`config.mk`:
```
export PLATFORM = sky130hd
export DESIGN_NAME = irq_ctrl
export DESIGN_NICKNAME = d
export VERILOG_FILES = /design/src/rtl/irq_ctrl.sv
export SDC_FILE = /design/constraint.sdc
export NUM_CORES = 1
export LEC_CHECK = 0
export ABC_AREA = 1
export BUFFER_PORTS_ARGS = -buffer_cell sky130_fd_sc_hd__buf_2
export CAP_MARGIN = 5
export CORE_UTILIZATION = 58
export CTS_CLUSTER_DIAMETER = 200
export CTS_CLUSTER_SIZE = 14
export DETAILED_ROUTE_END_ITERATION = 8
export GPL_ROUTABILITY_DRIVEN = 0
export PLACE_DENSITY = 0.82
export SYNTH_ARGS = -nofsm -noshare
export SYNTH_HDL_FRONTEND = slang
export SYNTH_SLANG_ARGS = --single-unit
```
`constraint.sdc`:
```
create_clock -name CLK -period 2.2 [get_ports CLK]
set_input_delay 0.22 -clock CLK [delete_from_list [all_inputs] [get_ports CLK]]
set_output_delay 0.22 -clock CLK [all_outputs]
set_load 0.01 [all_outputs]
```
`src/rtl/irq_ctrl.sv`:
```
// =============================================================================
// irq_ctrl -- interrupt and timer controller
//
// Collects NUM_SRC asynchronous interrupt lines (per-source enable and
// level/edge mode), arbitrates them lowest-index-first, and presents a
// registered EXT_IRQ/EXT_ID pair with a claim/complete handshake. It also
// holds a 64-bit mtime/mtimecmp timer that drives TIMER_IRQ.
//
// Optional feature: define SOFT_IRQ_EN to add the MSIP register at address 6
// and the SW_IRQ output. Without it, address 6 reads 0 and ignores writes.
//
// Ports:
//   CLK        in   core clock
//   RESET      in   asynchronous active-low reset
//   SRC_IRQ    in   [NUM_SRC] raw asynchronous interrupt lines
//   CFG_WE     in   register write strobe
//   CFG_ADDR   in   [3] register index
//   CFG_WDATA  in   [64] write data
//   CFG_RDATA  out  [64] registered read data (value sampled on previous edge)
//   CLAIM      in   pulse: trap taken for EXT_ID
//   COMPLETE   in   pulse: handler finished
//   EXT_IRQ    out  external interrupt request
//   EXT_ID     out  [ID_W] index of the requesting source
//   TIMER_IRQ  out  timer interrupt request (mtime >= mtimecmp)
//   SW_IRQ     out  software interrupt (SOFT_IRQ_EN only)
//
// Register map (CFG_ADDR):
//   0 ENABLE   1 MODE (1 = edge)   2 PENDING (W1C)   3 MTIME   4 MTIMECMP
//   5 CLAIM_ID {in_service, EXT_ID} (read-only)
//   6 MSIP (SOFT_IRQ_EN) / reserved   7 reserved
// =============================================================================
`default_nettype none

module irq_ctrl #(
    parameter int NUM_SRC     = 8,
    parameter int SYNC_STAGES = 2,
    parameter int TICK_DIV    = 1,
    parameter int ID_W        = $clog2(NUM_SRC)
) (
    input  logic               CLK,
    input  logic               RESET,
    input  logic [NUM_SRC-1:0] SRC_IRQ,
    input  logic               CFG_WE,
    input  logic [2:0]         CFG_ADDR,
    input  logic [63:0]        CFG_WDATA,
    output logic [63:0]        CFG_RDATA,
    input  logic               CLAIM,
    input  logic               COMPLETE,
    output logic               EXT_IRQ,
    output logic [ID_W-1:0]    EXT_ID,
    output logic               TIMER_IRQ
`ifdef SOFT_IRQ_EN
    ,
    output logic               SW_IRQ
`endif
);

    localparam logic [2:0] ADDR_ENABLE   = 3'd0;
    localparam logic [2:0] ADDR_MODE     = 3'd1;
    localparam logic [2:0] ADDR_PENDING  = 3'd2;
    localparam logic [2:0] ADDR_MTIME    = 3'd3;
    localparam logic [2:0] ADDR_MTIMECMP = 3'd4;
    localparam logic [2:0] ADDR_CLAIM_ID = 3'd5;
`ifdef SOFT_IRQ_EN
    localparam logic [2:0] ADDR_MSIP     = 3'd6;
`endif

    localparam int TICK_W = (TICK_DIV > 1) ? $clog2(TICK_DIV) : 1;

    // -------------------------------------------------------------------------
    // State
    // -------------------------------------------------------------------------
    logic [NUM_SRC-1:0] sync_p [SYNC_STAGES];
    logic [NUM_SRC-1:0] sync_prev;
    logic [NUM_SRC-1:0] enable;
    logic [NUM_SRC-1:0] mode;
    logic [NUM_SRC-1:0] pending;
    logic               in_service;
    logic [63:0]        mtime;
    logic [63:0]        mtimecmp;
    logic [TICK_W-1:0]  tick_cnt;
`ifdef SOFT_IRQ_EN
    logic               msip;
`endif

    // -------------------------------------------------------------------------
    // Combinational next-state
    // -------------------------------------------------------------------------
    logic [NUM_SRC-1:0] sync;
    logic [NUM_SRC-1:0] rise;
    logic [NUM_SRC-1:0] w1c;
    logic [NUM_SRC-1:0] claim_clr;
    logic [NUM_SRC-1:0] edge_next;
    logic [NUM_SRC-1:0] pending_next;
    logic [NUM_SRC-1:0] cand;
    logic               win_vld;
    logic [ID_W-1:0]    win_id;
    logic               claim_ok;
    logic               in_service_next;
    logic               tick_wrap;
    logic               mtime_we;
    logic [63:0]        rd_val;

    assign sync = sync_p[SYNC_STAGES-1];
    assign rise = sync & ~sync_prev;
    assign w1c  = (CFG_WE && CFG_ADDR == ADDR_PENDING) ? CFG_WDATA[NUM_SRC-1:0] : '0;

    // EXT_IRQ high implies in_service is clear, so a claim is only honoured
    // when a request is actually being presented.
    assign claim_ok  = CLAIM && EXT_IRQ;
    assign claim_clr = claim_ok ? (NUM_SRC'(1) << EXT_ID) : '0;

    // Edge sources: a new rise beats any clear arriving in the same cycle.
    assign edge_next    = rise | (pending & ~(w1c | claim_clr));
    assign pending_next = (mode & edge_next) | (~mode & sync);

    // COMPLETE is applied before CLAIM.
    assign in_service_next = (in_service && !COMPLETE) || claim_ok;

    assign cand = pending & enable;

    always_comb begin
        win_vld = |cand;
        win_id  = '0;
        for (int i = NUM_SRC - 1; i >= 0; i--) begin
            if (cand[i]) begin
                win_id = ID_W'(i);
            end
        end
    end

    assign tick_wrap = (tick_cnt == TICK_W'(TICK_DIV - 1));
    assign mtime_we  = CFG_WE && (CFG_ADDR == ADDR_MTIME);

    always_comb begin
        rd_val = '0;
        case (CFG_ADDR)
            ADDR_ENABLE:   rd_val[NUM_SRC-1:0] = enable;
            ADDR_MODE:     rd_val[NUM_SRC-1:0] = mode;
            ADDR_PENDING:  rd_val[NUM_SRC-1:0] = pending;
            ADDR_MTIME:    rd_val              = mtime;
            ADDR_MTIMECMP: rd_val              = mtimecmp;
            ADDR_CLAIM_ID: rd_val[ID_W:0]      = {in_service, EXT_ID};
`ifdef SOFT_IRQ_EN
            ADDR_MSIP:     rd_val[0]           = msip;
`endif
            default:       rd_val              = '0;
        endcase
    end

    // -------------------------------------------------------------------------
    // Stage p0..pN: input synchroniser chain, then edge-detect history
    // -------------------------------------------------------------------------
    always_ff @(posedge CLK or negedge RESET) begin
        if (!RESET) begin
            for (int s = 0; s < SYNC_STAGES; s++) begin
                sync_p[s] <= '0;
            end
            sync_prev <= '0;
        end else begin
            sync_p[0] <= SRC_IRQ;
            for (int s = 1; s < SYNC_STAGES; s++) begin
                sync_p[s] <= sync_p[s-1];
            end
            sync_prev <= sync;
        end
    end

    // -------------------------------------------------------------------------
    // Stage: configuration, pending and claim state
    // -------------------------------------------------------------------------
    always_ff @(posedge CLK or negedge RESET) begin
        if (!RESET) begin
            enable     <= '0;
            mode       <= '0;
            pending    <= '0;
            in_service <= 1'b0;
        end else begin
            if (CFG_WE && CFG_ADDR == ADDR_ENABLE) begin
                enable <= CFG_WDATA[NUM_SRC-1:0];
            end
            if (CFG_WE && CFG_ADDR == ADDR_MODE) begin
                mode <= CFG_WDATA[NUM_SRC-1:0];
            end
            pending    <= pending_next;
            in_service <= in_service_next;
        end
    end

    // -------------------------------------------------------------------------
    // Stage: registered arbiter outputs
    // -------------------------------------------------------------------------
    // EXT_ID is frozen while a claim is in service, so it doubles as the
    // latched claimed ID reported through CLAIM_ID.
    always_ff @(posedge CLK or negedge RESET) begin
        if (!RESET) begin
            EXT_IRQ <= 1'b0;
            EXT_ID  <= '0;
        end else begin
            EXT_IRQ <= win_vld && !in_service_next;
            if (win_vld && !in_service_next) begin
                EXT_ID <= win_id;
            end
        end
    end

    // -------------------------------------------------------------------------
    // Stage: timer
    // -------------------------------------------------------------------------
    always_ff @(posedge CLK or negedge RESET) begin
        if (!RESET) begin
            mtime     <= '0;
            mtimecmp  <= '1;
            tick_cnt  <= '0;
            TIMER_IRQ <= 1'b0;
        end else begin
            if (mtime_we) begin
                mtime    <= CFG_WDATA;
                tick_cnt <= '0;
            end else if (tick_wrap) begin
                mtime    <= mtime + 64'd1;
                tick_cnt <= '0;
            end else begin
                tick_cnt <= tick_cnt + TICK_W'(1);
            end
            if (CFG_WE && CFG_ADDR == ADDR_MTIMECMP) begin
                mtimecmp <= CFG_WDATA;
            end
            TIMER_IRQ <= (mtime >= mtimecmp);
        end
    end

    // -------------------------------------------------------------------------
    // Stage: read data register
    // -------------------------------------------------------------------------
    always_ff @(posedge CLK or negedge RESET) begin
        if (!RESET) begin
            CFG_RDATA <= '0;
        end else begin
            CFG_RDATA <= rd_val;
        end
    end

`ifdef SOFT_IRQ_EN
    // -------------------------------------------------------------------------
    // Stage: software interrupt
    // -------------------------------------------------------------------------
    always_ff @(posedge CLK or negedge RESET) begin
        if (!RESET) begin
            msip   <= 1'b0;
            SW_IRQ <= 1'b0;
        end else begin
            if (CFG_WE && CFG_ADDR == ADDR_MSIP) begin
                msip <= CFG_WDATA[0];
            end
            SW_IRQ <= msip;
        end
    end
`endif

endmodule

`default_nettype wire

```
==> flow_results.org, run 1 <==
** STA
- Tightest Pin Transition :: 982.4 ps
- The final hold violation count was 0.
- Portion of the clock cycle consumed by the worst path in the final layout :: 0.9218
- Max frequency :: 0.4931 GHz
- Slew margin rel. :: 0.3441
- Final setup TNS :: 0 ps
- Clock period minus final worst setup slack :: 2028 ps
- Setup repair after global routing missed its margin :: no
- Setup slack on the critical path of the routed design comes to 172.1 ps.
- The clock arrives with 13.23 ps of skew.
- The number of slew-limit violations in the final report is 0.
- Setup-violating endpoint count in the final report :: 0

** Drt
- After detailed routing, the number of vias per cell comes to 5.634.
- Topmost layer with routed signal wires :: met4
- For this block, the via count after detailed routing is 11830.
- Routed Antenna Nets :: 0
- Routed met1 length :: 14780 um
- Routed length on met3 :: 3317 um
- Post-DR wirelength/cell :: 17.31 um
- Count of routing violations after the opening detailed-route iteration :: 1091
- Iteration count of the initial detailed-routing pass :: 9
- The routed design uses 16940 um of met2 wire.
- Routed wire length :: 36360 um
- Detailed-route DRC error count :: 0

** Global routing
- The number of antenna violations at the first check in global routing came to 1.
- The number of global-route vias before repair came to 11460.
- The first global-routing pass estimated 58530 um of wire.
- Largest net degree at the start of global routing :: 129
- Global routing usage summed across all routing layers :: 0.3301
- Total overflow reported by the global router :: 0

** Layout
- ANT cells :: 0
- Area of combinational cells with multiple inputs :: 5749 um2
- Area occupied by registers :: 6236 um2
- The area growth from synthesis to layout is 18.40%.
- The finished cells cover 15240 um2.
- After filler insertion, the fill cell instance count of the layout stands at 1734.
- Fraction of final layout cells sized beyond drive strength 1 :: 0.1681
- At the end of the flow, the number of nets in the layout was 1952.

** Die
- Row generation in the floorplan step produced 54 rows.
- Measured along the y axis, the die boundary spans 151.0 um.
- The initial utilization of the core area, before any placement, comes to 0.5898.
- Die Outline Area :: 22790 um2
- Die width :: 151.0 um
- The core region is 21820 um2.
- I/O pin total :: 149

** Placed design
- Worst setup timing slack at the placement stage :: 14.66 ps
- Count of input and output buffers :: 148
- In this run the cell area measured after placement is 13980 um2.
- Once detailed placement completed, the half-perimeter wirelength came to 26450 um.

** Clock network
- Count of clock tree sinks :: 246
- In this run the number of H-tree levels came out at 1.
- The root buffer cell chosen for the clock tree is clkbuf_16.
- Latest clock arrival within the worst-skew pair :: 520 ps
- CTS tree :: done
- Clock tree synthesis inserted a total of 21 buffers.
- After clock tree synthesis, the clock-pin slew on the worst setup and hold paths is 70 ps.
- The clock passes through at most 3 buffers.

** Worst hold path
- Classification of the worst-slack hold path :: in2reg
- Along the worst hold path, the cell count comes to 3.

** Power
- In this run the static leakage power is 7.649 nW.
- The worst-case IR drop observed on VDD is 0.0006940 V.
- Dividing total power by cell area gives a power density of 850.4 nW/um2.

** Critical path
- The worst setup path is launched from a flop.
- The number of cells on the worst reg-to-reg path is 8.
- Largest fanout on the critical path :: 5
- Critical path type :: reg2reg
- Worst setup EP type :: flop
- For the worst setup path, the data arrival time is 2400 ps.
- For the worst setup path, the data required time is 2570 ps.

** Synthesis
- Leading area contributor after synthesis :: dfrtp_1
- Syn Nets :: 1741
- In the post-synthesis netlist, the cell with the most instances is nand2_1.
- List of most frequent post-synthesis cells :: nand2_1, inv_1, dfrtp_1, nor2_1, o21ai_0
- Average cell area after synthesis :: 8.065 um2
- Number of library cell types mapped by synthesis :: 42
- Summed instance area of the synthesized netlist :: 12870 um2
- Seq/Total Area, Yosys :: 0.4845
- Of the post-synthesis cell area, the dominant cell type holds 0.3538.
- Count of flip-flops with a built-in enable after synthesis :: 0
- Counting every instance in the synthesized netlist gives 1596.
- Number of synthesis warnings :: 0
- After synthesis, the share of flip-flops with an asynchronous set or reset is 1.000.
- Synth Register Bits :: 246
- In the synthesized netlist the dominant register cell turns out to be dfrtp_1.
- Sorting the synthesized cells by area gives the leading types as dfrtp_1, nand2_1, dfstp_2.

** Flow run
- Max-cap violations in this run came to 0.

** Run status
- The run finished with clean final reports.
-- final timing paths --
kind	start	slack [ps]	end
max	mtime[1]	170	mtime[32]
min	CFG_WDATA[22]	10	mtime[22]
max reg2reg	mtime[1]	170	mtime[32]
min reg2reg	sync_p[13]	340	sync[5]
max in group asynchronous	RESET	1190	mtimecmp[43]
min in group asynchronous	RESET	240	CFG_RDATA[21]
-- sequential cells by signal (all words and copies together), names as in the netlist --
signal	cells
CFG_RDATA	64
EXT_ID	3
EXT_IRQ	1
TIMER_IRQ	1
enable	8
in_service	1
mode	8
mtime	64
mtimecmp	64
pending	8
sync	8
sync_p	8
sync_prev	8
-- kinds of logic (layout without fill, tap and decap cells) --
family / Yosys count / in the layout / synth area share
AND/OR/NAND/NOR: 748 / 748 / 0.2465
AO/OA/AOI/OAI: 278 / 278 / 0.1186
flip-flops: 246 / 246 / 0.4845
buffers and inverters: 235 / 459 / 0.07087
adder cells (fa/ha/maj): 65 / 65 / 0.06319
XOR/XNOR: 24 / 24 / 0.01633
-- metrics by stage --
stage | total power [mW] | std cells | hold WS (ps) | utilization
global placement | 9.217 | 1998 | 184.0 | 0.6404
CTS | 12.92 | 2099 | 11.10 | 0.6976
detailed placement | 9.393 | 1998 | 183.1 | 0.6404
floorplan | 8.194 | 1596 | -75.59 | -
global route | 13.73 | 2100 | 13.83 | 0.6983
finish | 12.96 | 2100 | 9.962 | 0.6983
-- final cells by class --
cell class                      count  area share
Clock buffer                       34     0.03768
Clock inverter                      2    0.001149
Inverter                          194     0.04778
Multi-Input combinational cell   1115      0.3773
Sequential cell                   246      0.4092
Tap cell                          280     0.02299
Timing Repair Buffer              229      0.1039
-- metal layers --
| layer | global-route usage | vias up |
|---|---|---|
| met5 | 0 | - |
| met4 | 0.1220 | 0 |
| met3 | 0.06416 | 104 |
| met2 | 0.5394 | 602 |
| met1 | 0.4363 | 5550 |
| li1 | - | 5575 |
-- worst max-delay path, stage by stage, from the launching register on --
cell and delay [ps]:
dfrtp_1 420, ha_2 260, nand2_1 130, nor2_4 230, nand2_1 190, nor2_4 220, nand2_1 130, o21ai_0 190
a31oi_1 100
-- cells in the final DEF (no fill, tap or decap), drive strengths merged, types with 2 or more instances in the layout --
cell,netlist,routed
ha,65,65
a21o,3,3
dlygate4sd3,0,65
nand4,24,24
nor2,182,182
xor2,18,18
o21ai,146,146
nand2,472,472
inv,194,195
dfstp,64,64
o22ai,45,45
buf,23,164
a31oi,4,4
o211ai,8,8
xnor2,6,6
clkbuf,18,34
a221oi,3,3
nand3,45,45
dfrtp,182,182
a22oi,2,2
a21oi,60,60
nor3,23,23
-- what timing repair did --
action / CTS / global route
cloned: 0 / 0
endpoints found under the hold margin: 147 / 0
pin swaps: 0 / 1
resized for setup: 1 / 3
hold buffers: 65 / 0
setup buffers: 0 / 1
setup endpoints to repair: 2 / 5
-- where the power goes --
part | internal, mW | switching, mW
Clock | 1.79 | 1.64
Combinational | 1.29 | 2.14
Sequential | 5.42 | 0.673
No activity file was read; power rests on OpenSTA's default activity.
==> inputs of run 2 (changes only) <==
- MAX_ROUTING_LAYER: default -> met4
==> run 2 against run 1 <==
Net effect: power barely moved; first-iteration DRC count increased by 9.9%; non-clock buffer count is 1 higher; fmax down 2.9%; die area is the same; critical path depth did not move; critical path type unchanged; critical endpoint unchanged.
==> flow_results.org, run 2 (synthesis gave the netlist of run 1 again) <==
** STA
- Max frequency :: 0.4786 GHz (-2.9%)
- The number of slew-limit violations in the final report is 0 (unchanged).
- Post-Route Skew :: 15.98 ps (+2.746 ps)
- Portion of the clock cycle consumed by the worst path in the final layout :: 0.9497 (+0.02796)
- Final setup TNS :: 0 ps (unchanged)
- Tightest Pin Transition :: 982.1 ps (-0.2612 ps)
- The number of endpoints failing setup at the final stage was 0 (unchanged).
- The final hold violation count came to 0 (unchanged).
- The max-slew headroom at the worst pin is 0.3443 (about the same).
- The minimum clock period after layout came to 2089 ps (+61.52 ps).
- Worst hold slack :: 13.53 ps (+3.569 ps)

** Critical path
- By startpoint and endpoint, the worst setup path is classified as reg2reg.
- Crit path buf inv count :: 0 (unchanged)
- Worst endpoint data arrival time :: 2450 ps (+50 ps)
- Nature of the critical path startpoint :: flop
- Worst setup path startpoint :: mtime[1]
- Required time reported for the critical path endpoint :: 2570 ps (about the same)
- The largest fanout on the critical path came to 6 (+1).
- The stage delay of the slowest cell on the critical path came to 430 ps (about the same).
- STA classifies the critical path endpoint as a flop.
- Critical path, cell by cell :: ha_2, nand2_1, nor2_4, nand2_1, nor2_4, nand2_1, o21ai_0, a31oi_1
- Most common cell type on the critical path :: nand2_1
- The kind of cell with the highest combined delay along the critical path is simple AND/OR/NAND/NOR gates.
- Worst R2R Start :: mtime[1]
- The logic depth of the worst setup path including buffers came to 8 (unchanged).
- Critical-path top delay cell :: dfrtp_1
- The count of cells along the worst register-to-register path was 8 (unchanged).

** Drt
- The post-route antenna net violation count is 0 (unchanged).
- The via density per instance was 5.690 (+0.99%).
- The starting DRC count in detailed routing is 1199 (+9.9%).
- The detail-routed net length per standard cell came to 17.31 um (about the same).
- Iteration count of the initial detailed-routing pass :: 7 (-2)
- Routed wire length :: 36380 um (about the same)
- Detailed-route DRC error count :: 0 (unchanged)
- Vias after detailed routing :: 11950 (+1.0%)

** Clock network
- The level count of the clock H-tree was 1 (unchanged).
- Clock buffer count from CTS :: 21 (unchanged)
- CTS tree :: done
- CTS Root Cell :: clkbuf_16
- The worst-case clock buffer depth is 3 (unchanged).
- Clock input transition at the sequential cells of the worst setup and hold paths :: 70 ps (about the same)
- The clock sink count was 246 (unchanged).
- Latest clock arrival within the worst-skew pair :: 520 ps (about the same)

** Die
- The height of the die was 151.0 um (unchanged).
- Initial cell density of the core :: 0.5898 (unchanged)
- The number of primary I/O pins is 149 (unchanged).
- Die width :: 151.0 um (unchanged)
- The die area is 22790 um2 (unchanged).
- The cell row count is 54 (unchanged).
- The core footprint was 21820 um2 (unchanged).

** Layout
- Final design utilization :: 0.6984 (about the same)
- Fraction of final layout cells sized beyond drive strength 1 :: 0.1680 (about the same)
- Layout overhead on the synthesized area :: 18.41% (about the same)
- The largest registers in the layout are CFG_RDATA (64), mtime (64), mtimecmp (64).
- The top cell types in the final layout, fill and taps aside, are nand2_1, inv_1, dfrtp_1, nor2_1, buf_2.
- The final antenna diode count is 0 (unchanged).
- The post-route cell area is 15240 um2 (about the same).
- Most common cell after layout, fill and taps aside :: nand2_1
- Fillcell total :: 1733 (-0.058%)
- The area of all sequential standard cells came to 6236 um2 (unchanged).
- The net count reported at finish was 1953 (+0.051%).
- The combined area of the multi-input logic cells came to 5743 um2 (-0.11%).

** Power
- The relative contribution of the clock network to total power came to 0.265 (about the same).
- The overall power of the completed layout was 12.97 mW (about the same).
- Internal power summed over all cells :: 8.516 mW (+0.13%)
- The net switching component of the power came to 4.453 mW (about the same).
- The maximum vdd ir drop is 0.0006934 V (about the same).
- Share of power burned in combinational logic :: 0.265 (about the same)
- Sw Ratio :: 0.3434 (-0.0003767)
- Portion of total power attributed to sequential cells :: 0.470 (about the same)
- The static leakage came to 7.640 nW (-0.11%).
- Power per cell area :: 850.9 nW/um2 (about the same)

** Flow run
- Max-cap viol count :: 0 (unchanged)

** Global routing
- The total overflow reported by the global router is 0 (unchanged).
- The global-route usage over all layers is 0.3395 (+0.009344).
- The largest net degree at the start of global routing came to 129 (unchanged).
- The number of antenna violations at the first check in global routing was 0 (-1).
- First-pass GRT wire length :: 58390 um (-0.24%)
- Vias in the first global route :: 11440 (-0.15%)

** Worst hold path
- The worst hold path belongs to the class in2reg.
- Number of cells on the worst hold path :: 3 (unchanged)
- Min-delay src :: CFG_WDATA[22]

** Placed design
- Placed Area :: 13980 um2 (unchanged)
- Count of input and output buffers :: 148 (unchanged)
- The detailed placer's ending HPWL is 26450 um (unchanged).

** Run status
- The flow ran to the end, and the final reports show no timing, DRC or antenna violations.
-- run 2: stage by stage --
stage / instances / setup WS, ps
finish: 2101 / 110.6
global route: 2101 / -38.66
CTS: 2099 / 91.28
detailed placement: 1998 / 14.66
global placement: 1998 / 58.03
floorplan: 1596 / 589.8
-- run 2: final cells by class --
type / count / share of cell area
multi-input combinational: 1115 / 0.3768
clock inverter: 2 / 0.001149
clock buffer: 34 / 0.03768
tap: 280 / 0.02299
inverter: 194 / 0.04778
timing repair buffer: 230 / 0.1044
sequential: 246 / 0.4092
-- run 2: repair_timing --
action / in CTS / in global routing
pin swaps: 0 / 1
endpoints found under the hold margin: 147 / 0
buffers inserted: 0 / 2
endpoints found under the setup margin: 2 / 5
hold buffers: 65 / 0
resized for setup: 1 / 1
-- run 2: layer usage --
metal | track usage | up-vias | part of all wire
met3 | 0.06145 | 124 | 0.093
li1 | - | 5583 | -
met1 | 0.4365 | 5600 | 0.40
met4 | 0.1280 | 0 | 0.040
met2 | 0.5367 | 647 | 0.46
met5 | - | - | 0
-- run 2: worst paths after layout --
kind	slack, ps	end
max in group asynchronous	1190	mtimecmp[43]
hold / removal	10	mtime[22]
min in group asynchronous	240	CFG_RDATA[21]
setup reg to reg	110	mtime[32]
setup / recovery	110	mtime[32]
hold reg to reg	340	sync[5]
-- run 2: worst reg2reg max path: cells and delay by family (launching register included) --
| family | cells | cell delay (ps) |
|---|---|---|
| simple gates | 5 | 950 |
| flops | 1 | 430 |
| compound gates | 2 | 300 |
| fa+ha+maj | 1 | 270 |
-- run 2: power groups by stage --
stage                     combinational [mW]  clock (mW)  sequential, mW
after floorplan                         2.17           0            6.03
after detailed placement                3.25           0            6.14
after global routing                    3.90        3.66            6.18
after global placement                  3.11           0            6.10
after CTS                               3.38        3.47            6.07
final                                   3.44        3.43            6.10
